==> src/rtl/data_mem_access_ctrl_if.sv <==
// Data memory bus between the MEM-stage access controller (master) and a
// multi-cycle memory with a ready handshake (slave).
interface data_mem_access_ctrl_if;
    logic        dm_read;
    logic        dm_write;
    logic [29:0] dm_address;
    logic [31:0] dm_writedata;
    logic [3:0]  dm_byteenable;
    logic [31:0] dm_readdata;
    logic        dm_ready;

    modport master (
        output dm_read, dm_write, dm_address, dm_writedata, dm_byteenable,
        input  dm_readdata, dm_ready
    );

    modport slave (
        input  dm_read, dm_write, dm_address, dm_writedata, dm_byteenable,
        output dm_readdata, dm_ready
    );
endinterface

==> src/rtl/data_mem_access_ctrl.sv <==
// Sequences MEM-stage loads/stores onto a multi-cycle data memory, stalling the
// pipeline while in flight and aligning/extending load results by func3.
module data_mem_access_ctrl #(
    parameter int TIMEOUT_CYCLES = 64,
    parameter int CNT_W          = 7
) (
    input  logic        CLK,
    input  logic        RESET,
    input  logic        mem_read,
    input  logic        mem_write,
    input  logic [2:0]  func3,
    input  logic [31:0] address,
    input  logic [31:0] write_data,
    output logic        busywait,
    output logic [31:0] read_data_out,
    output logic        access_fault,
    data_mem_access_ctrl_if.master dm
);

    typedef enum logic [1:0] {IDLE, ACCESS, DONE} state_t;

    state_t           state;
    logic [CNT_W-1:0] cnt;
    logic [2:0]       func3_q;
    logic [1:0]       offset_q;
    logic             timeout_q;

    logic        request;
    logic        func_ok;
    logic        align_ok;
    logic        legal;
    logic [3:0]  store_be;
    logic [31:0] store_wd;
    logic [31:0] shifted;
    logic [31:0] load_value;

    // A store wins when both request lines are high, so legality follows the store table.
    always_comb begin
        request  = mem_read | mem_write;
        func_ok  = mem_write ? (func3 inside {3'b000, 3'b001, 3'b010})
                             : (func3 inside {3'b000, 3'b001, 3'b010, 3'b100, 3'b101});
        case (func3[1:0])
            2'b01:   align_ok = ~address[0];
            2'b10:   align_ok = (address[1:0] == 2'b00);
            default: align_ok = 1'b1;
        endcase
        legal        = func_ok & align_ok;
        busywait     = (state == ACCESS) | ((state == IDLE) & request & legal);
        access_fault = ((state == IDLE) & request & ~legal) | ((state == DONE) & timeout_q);
    end

    always_comb begin
        store_be = 4'b0000;
        store_wd = write_data;
        case (func3[1:0])
            2'b00: begin
                store_be = 4'b0001 << address[1:0];
                store_wd = {4{write_data[7:0]}};
            end
            2'b01: begin
                store_be = 4'b0011 << {address[1], 1'b0};
                store_wd = {2{write_data[15:0]}};
            end
            default: begin
                store_be = 4'b1111;
                store_wd = write_data;
            end
        endcase
    end

    always_comb begin
        shifted = dm.dm_readdata >> {offset_q, 3'b000};
        case (func3_q)
            3'b000:  load_value = {{24{shifted[7]}}, shifted[7:0]};
            3'b100:  load_value = {24'h0, shifted[7:0]};
            3'b001:  load_value = {{16{shifted[15]}}, shifted[15:0]};
            3'b101:  load_value = {16'h0, shifted[15:0]};
            default: load_value = shifted;
        endcase
    end

    // Strobes drop on completion or timeout; address/data/enables keep their last value.
    always_ff @(posedge CLK or posedge RESET) begin
        if (RESET) begin
            state            <= IDLE;
            cnt              <= '0;
            func3_q          <= 3'b000;
            offset_q         <= 2'b00;
            timeout_q        <= 1'b0;
            read_data_out    <= 32'h0;
            dm.dm_read       <= 1'b0;
            dm.dm_write      <= 1'b0;
            dm.dm_address    <= 30'h0;
            dm.dm_writedata  <= 32'h0;
            dm.dm_byteenable <= 4'b0000;
        end else begin
            case (state)
                IDLE: begin
                    timeout_q <= 1'b0;
                    if (request && legal) begin
                        dm.dm_read       <= ~mem_write;
                        dm.dm_write      <= mem_write;
                        dm.dm_address    <= address[31:2];
                        dm.dm_writedata  <= mem_write ? store_wd : 32'h0;
                        dm.dm_byteenable <= mem_write ? store_be : 4'b0000;
                        func3_q          <= func3;
                        offset_q         <= address[1:0];
                        cnt              <= '0;
                        state            <= ACCESS;
                    end
                end
                ACCESS: begin
                    cnt <= cnt + 1'b1;
                    if (dm.dm_ready) begin
                        if (dm.dm_read) read_data_out <= load_value;
                        dm.dm_read  <= 1'b0;
                        dm.dm_write <= 1'b0;
                        state       <= DONE;
                    end else if (cnt == CNT_W'(TIMEOUT_CYCLES - 1)) begin
                        dm.dm_read    <= 1'b0;
                        dm.dm_write   <= 1'b0;
                        read_data_out <= 32'h0;
                        timeout_q     <= 1'b1;
                        state         <= DONE;
                    end
                end
                DONE: begin
                    timeout_q <= 1'b0;
                    state     <= IDLE;
                end
                default: state <= IDLE;
            endcase
        end
    end

endmodule

==> src/flat_wrapper.sv <==
// flat-port wrapper written by rule: the top's interface ports become plain ports
module data_mem_access_ctrl_flat 
#(
    parameter int TIMEOUT_CYCLES = 64,
    parameter int CNT_W          = 7
)
  (CLK, RESET, mem_read, mem_write, func3, address, write_data, busywait, read_data_out, access_fault, dm_dm_read, dm_dm_write, dm_dm_address, dm_dm_writedata, dm_dm_byteenable, dm_dm_readdata, dm_dm_ready);
  data_mem_access_ctrl_if dm_i ();
  input  logic CLK;
  input  logic RESET;
  input  logic mem_read;
  input  logic mem_write;
  input  logic [2:0] func3;
  input  logic [31:0] address;
  input  logic [31:0] write_data;
  output logic busywait;
  output logic [31:0] read_data_out;
  output logic access_fault;
  output wire logic [$bits(dm_i.dm_read)-1:0] dm_dm_read;
  output wire logic [$bits(dm_i.dm_write)-1:0] dm_dm_write;
  output wire logic [$bits(dm_i.dm_address)-1:0] dm_dm_address;
  output wire logic [$bits(dm_i.dm_writedata)-1:0] dm_dm_writedata;
  output wire logic [$bits(dm_i.dm_byteenable)-1:0] dm_dm_byteenable;
  input wire logic [$bits(dm_i.dm_readdata)-1:0] dm_dm_readdata;
  input wire logic [$bits(dm_i.dm_ready)-1:0] dm_dm_ready;
  assign dm_dm_read = dm_i.dm_read;
  assign dm_dm_write = dm_i.dm_write;
  assign dm_dm_address = dm_i.dm_address;
  assign dm_dm_writedata = dm_i.dm_writedata;
  assign dm_dm_byteenable = dm_i.dm_byteenable;
  assign dm_i.dm_readdata = dm_dm_readdata;
  assign dm_i.dm_ready = dm_dm_ready;
  data_mem_access_ctrl #(.TIMEOUT_CYCLES(TIMEOUT_CYCLES), .CNT_W(CNT_W)) u_core (.CLK(CLK), .RESET(RESET), .mem_read(mem_read), .mem_write(mem_write), .func3(func3), .address(address), .write_data(write_data), .busywait(busywait), .read_data_out(read_data_out), .access_fault(access_fault), .dm(dm_i));
endmodule
==> config.mk <==
export PLATFORM = sky130hd
export DESIGN_NAME = data_mem_access_ctrl_flat
export DESIGN_NICKNAME = d
export VERILOG_FILES = /design/src/rtl/data_mem_access_ctrl_if.sv /design/src/rtl/data_mem_access_ctrl.sv /design/src/flat_wrapper.sv
export SDC_FILE = /design/constraint.sdc
export NUM_CORES = 1
export LEC_CHECK = 0
export ABC_AREA = 1
export BUFFER_PORTS_ARGS = -buffer_cell sky130_fd_sc_hd__clkbuf_2
export CAP_MARGIN = 40
export CORE_ASPECT_RATIO = 0.5
export CORE_MARGIN = 4
export CORE_UTILIZATION = 56
export CTS_BUF_LIST = sky130_fd_sc_hd__clkbuf_4
export DETAILED_ROUTE_END_ITERATION = 12
export PLACE_DENSITY = 0.89
export SYNTH_ARGS = -nofsm -noshare
export SYNTH_HDL_FRONTEND = slang
export SYNTH_SLANG_ARGS = --single-unit
==> constraint.sdc <==
create_clock -name CLK -period 10.3 [get_ports CLK]
set_input_delay 1.03 -clock CLK [delete_from_list [all_inputs] [get_ports CLK]]
set_output_delay 1.03 -clock CLK [all_outputs]
set_load 0.05 [all_outputs]
==> flow_summary.ini <==
[clocking]
clockRootBuffer = clkbuf_4
cts_resized = 0
cts-buffers-inserted = 17
ctsHoldBuffers = 0
clockBufferDepth = 2
post-cts-setup-buffers = 0
clock_sinks = 115
cts.htree.levels = 4
cts_tree = built
clock_transition_time_at_the_flip_flop_clock_pins_of_the_worst_setup_and_hold_paths_ns = 0.10
clk-insertion-delay-late_ns = 0.52

[global_routing]
grt_remaining_overflow = 0
globalRouteTotalUtil_pct = 26.7
global_route_wire_length_before_repair_um = 25200
first_global_vias = 5344
largest_net_degree_at_the_start_of_global_routing = 99
grt_antenna_before_repair = 0

[synthesis]
synth_seq_area_share_pct = 50.5
synth.net_count = 846
ys_async_sr_fraction_pct = 100
synth-edff-count = 0
synthSimpleGateAreaFrac_pct = 26.6
post_synth_xor_area_fraction_pct = 0
synth.distinct_cells = 28
area_of_the_mapped_netlist_um2 = 5700
largest_family_of_logic_cells_by_synthesized_area = simple AND/OR/NAND/NOR gates
ys_ff_latch = 115
synth-compound-area-share_pct = 13.4
ys_warn_count = 0
synthCells = 738
yosys_most_used_dff = dfrtp_1
synth.avg_cell_area_um2 = 7.73
synth_mux_area_share_pct = 0
post_synth_fa_ha_maj_area_fraction_pct = 0.878

[sta]
worst_slack_ns = 6.56
hold_ws_ns = 0.481
period_minus_slack_ns = 3.74
max-slew-margin-rel_pct = 46.7
report.final.setup_viol = 0
finalCritPeriodShare_pct = 36.3
number_of_hold_slack_violations_in_the_final_timing_report = 0
final.setup_skew_ns = 0.00964
rsz_0062_raised_after_global_routing = no
totalNegativeSetupSlack_ns = 0
final_count_of_pins_violating_max_slew = 0
tightest_slew_ns = 0.800
fmax_mhz = 267

[power]
power_per_cell_area_nw_per_um2 = 320
total_power_mw = 2.26
p_leak_nw = 4.06
peak_vdd_ir_uv = 153

[final_layout]
layout-drive-gt1-share_pct = 27.4
layout.cells.most_common = nand2_1
n_antenna_cell = 0
area_growth_pct = 23.8
final_nets = 1033
mostFrequentLayoutCells = nand2_1, clkbuf_2, dfrtp_1, o21ai_0, inv_1

[floorplan]
area_of_the_die_um2 = 12000
io-pin-count = 206
initial_util_pct = 59.0
core.rowCount = 25
chipWidth_um = 151
core_region_area_um2 = 9670
chipHeight_um = 79.4

[detailed_routing]
drt_first_iter_violations = 304
route.detailed.wl_per_inst_um = 14.5
finalWirelength_um = 15600
drc_errors = 0
drt_first_pass_iters = 5
dr_total_vias = 5610
routed_via_density = 5.23
ant_nets = 0

[place]
place.port_buffers = 205
gpl.final_weighted_congestion = 0.883
detailedPlacementHpwl_um = 11400
dp_worst_setup_slack_ns = 6.57

[worst_setup_path]
critical_path_class = input pin to primary output
worst_setup_path_start_kind = input pin
timing.critical_path.required_ns = 9.27
crit_path_end_kind = primary output
critPathArrivalTime_ns = 2.71
timing.critical_path.fanout_max = 35

[flow_run]
maxCapViolCount = 0

[status]
status = complete, no violations

[hold_path]
holdCritPathClass = input pin to async pin
cells in the mapped netlist (all sizes together) (2+ instances only):
library cell,instances,share of area (%)
nand4,2,0.22
a21oi,21,1.8
buf,29,3.6
ha,4,0.88
o21ai,97,8.5
nand3,37,3.6
dfrtp,115,50
nor2,14,1.3
inv,62,4.1
o211ai,21,2.8
nand2,318,21
clkbuf,13,0.88
report_power, final:
part | switching [mW] | total, mW | leakage, nW | internal (mW)
logic | 0.883 | 1.14 | 2.42 | 0.254
registers | 0.136 | 0.756 | 1.47 | 0.620
clock network | 0.172 | 0.369 | 0.169 | 0.198
total | 1.19 | 2.26 | 4.06 | 1.07
critical path: stages:
cell and delay, ns:
clkbuf_2 0.09, inv_1 0.08, ha_1 0.44, inv_2 0.10, nand2_4 0.30, nand2_2 0.08
nand2_2 0.10, nand3_4 0.08, nand2_2 0.11, clkbuf_2 0.29
sequential cells by signal, summed over array words and instances, names as in the netlist, 2 cells and up:
register / cells
u_core.dm.dm_writedata: 32
u_core.dm.dm_address: 30
u_core.offset_q: 2
u_core.state: 2
u_core.dm.dm_byteenable: 4
u_core.read_data_out: 32
u_core.func3_q: 3
u_core.cnt: 7
path summary, 6_finish.rpt:
path,start,endpoint,depth (start not counted),slack (ns)
hold / removal,RESET,u_core.read_data_out[3]$_DFFE_PP0P_,2,0.48
setup / recovery,func3[1],busywait,10,6.56
hold reg to reg,u_core.read_data_out[13]$_DFFE_PP0P_,u_core.read_data_out[13]$_DFFE_PP0P_,2,0.48
min in group CLK,u_core.read_data_out[13]$_DFFE_PP0P_,u_core.read_data_out[13]$_DFFE_PP0P_,2,0.48
setup reg to reg,u_core.offset_q[0]$_DFFE_PP0P_,u_core.read_data_out[24]$_DFFE_PP0P_,7,7.89
max in group asynchronous,RESET,u_core.dm.dm_address[5]$_DFFE_PP0P_,4,8.80
cell families (layout without fill, tap and decap cells):
logic type	after synthesis	in the layout
adders and majority gates	4	4
AOI/OAI and AO/OA	141	141
and+or+nand+nor	373	373
buffers and inverters	105	305
DFF	115	115
routing by layer:
metal | global-route usage [%] | up-vias | routed length [µm]
li1 | - | 2730 | -
met1 | 33.5 | 2576 | 6390
met2 | 45.9 | 262 | 7570
met3 | 4.79 | 42 | 1240
met4 | 11.6 | 0 | 381
met5 | 0 | - | 0
stage by stage:
| stage | util (%) | instances | area (µm²) |
|---|---|---|---|
| 2_1_floorplan | - | 738 | 5700 |
| 3_3_place_gp | 69.0 | 1038 | 6670 |
| 3_5_place_dp | 69.8 | 1041 | 6750 |
| 4_1_cts | 73.0 | 1073 | 7060 |
| 5_1_grt | 73.0 | 1073 | 7060 |
| 6_report | 73.0 | 1073 | 7060 |
layout make-up:
class / instances / area [µm²]
fillers: 794 / 2610
clock buffers: 20 / 150
flip-flops and latches: 115 / 2880
inverters: 63 / 239
clock inverters: 12 / 163
repair buffers: 210 / 1120
well taps: 135 / 169
multi-input cells: 518 / 2340
Power figures use the tool's default switching activity.
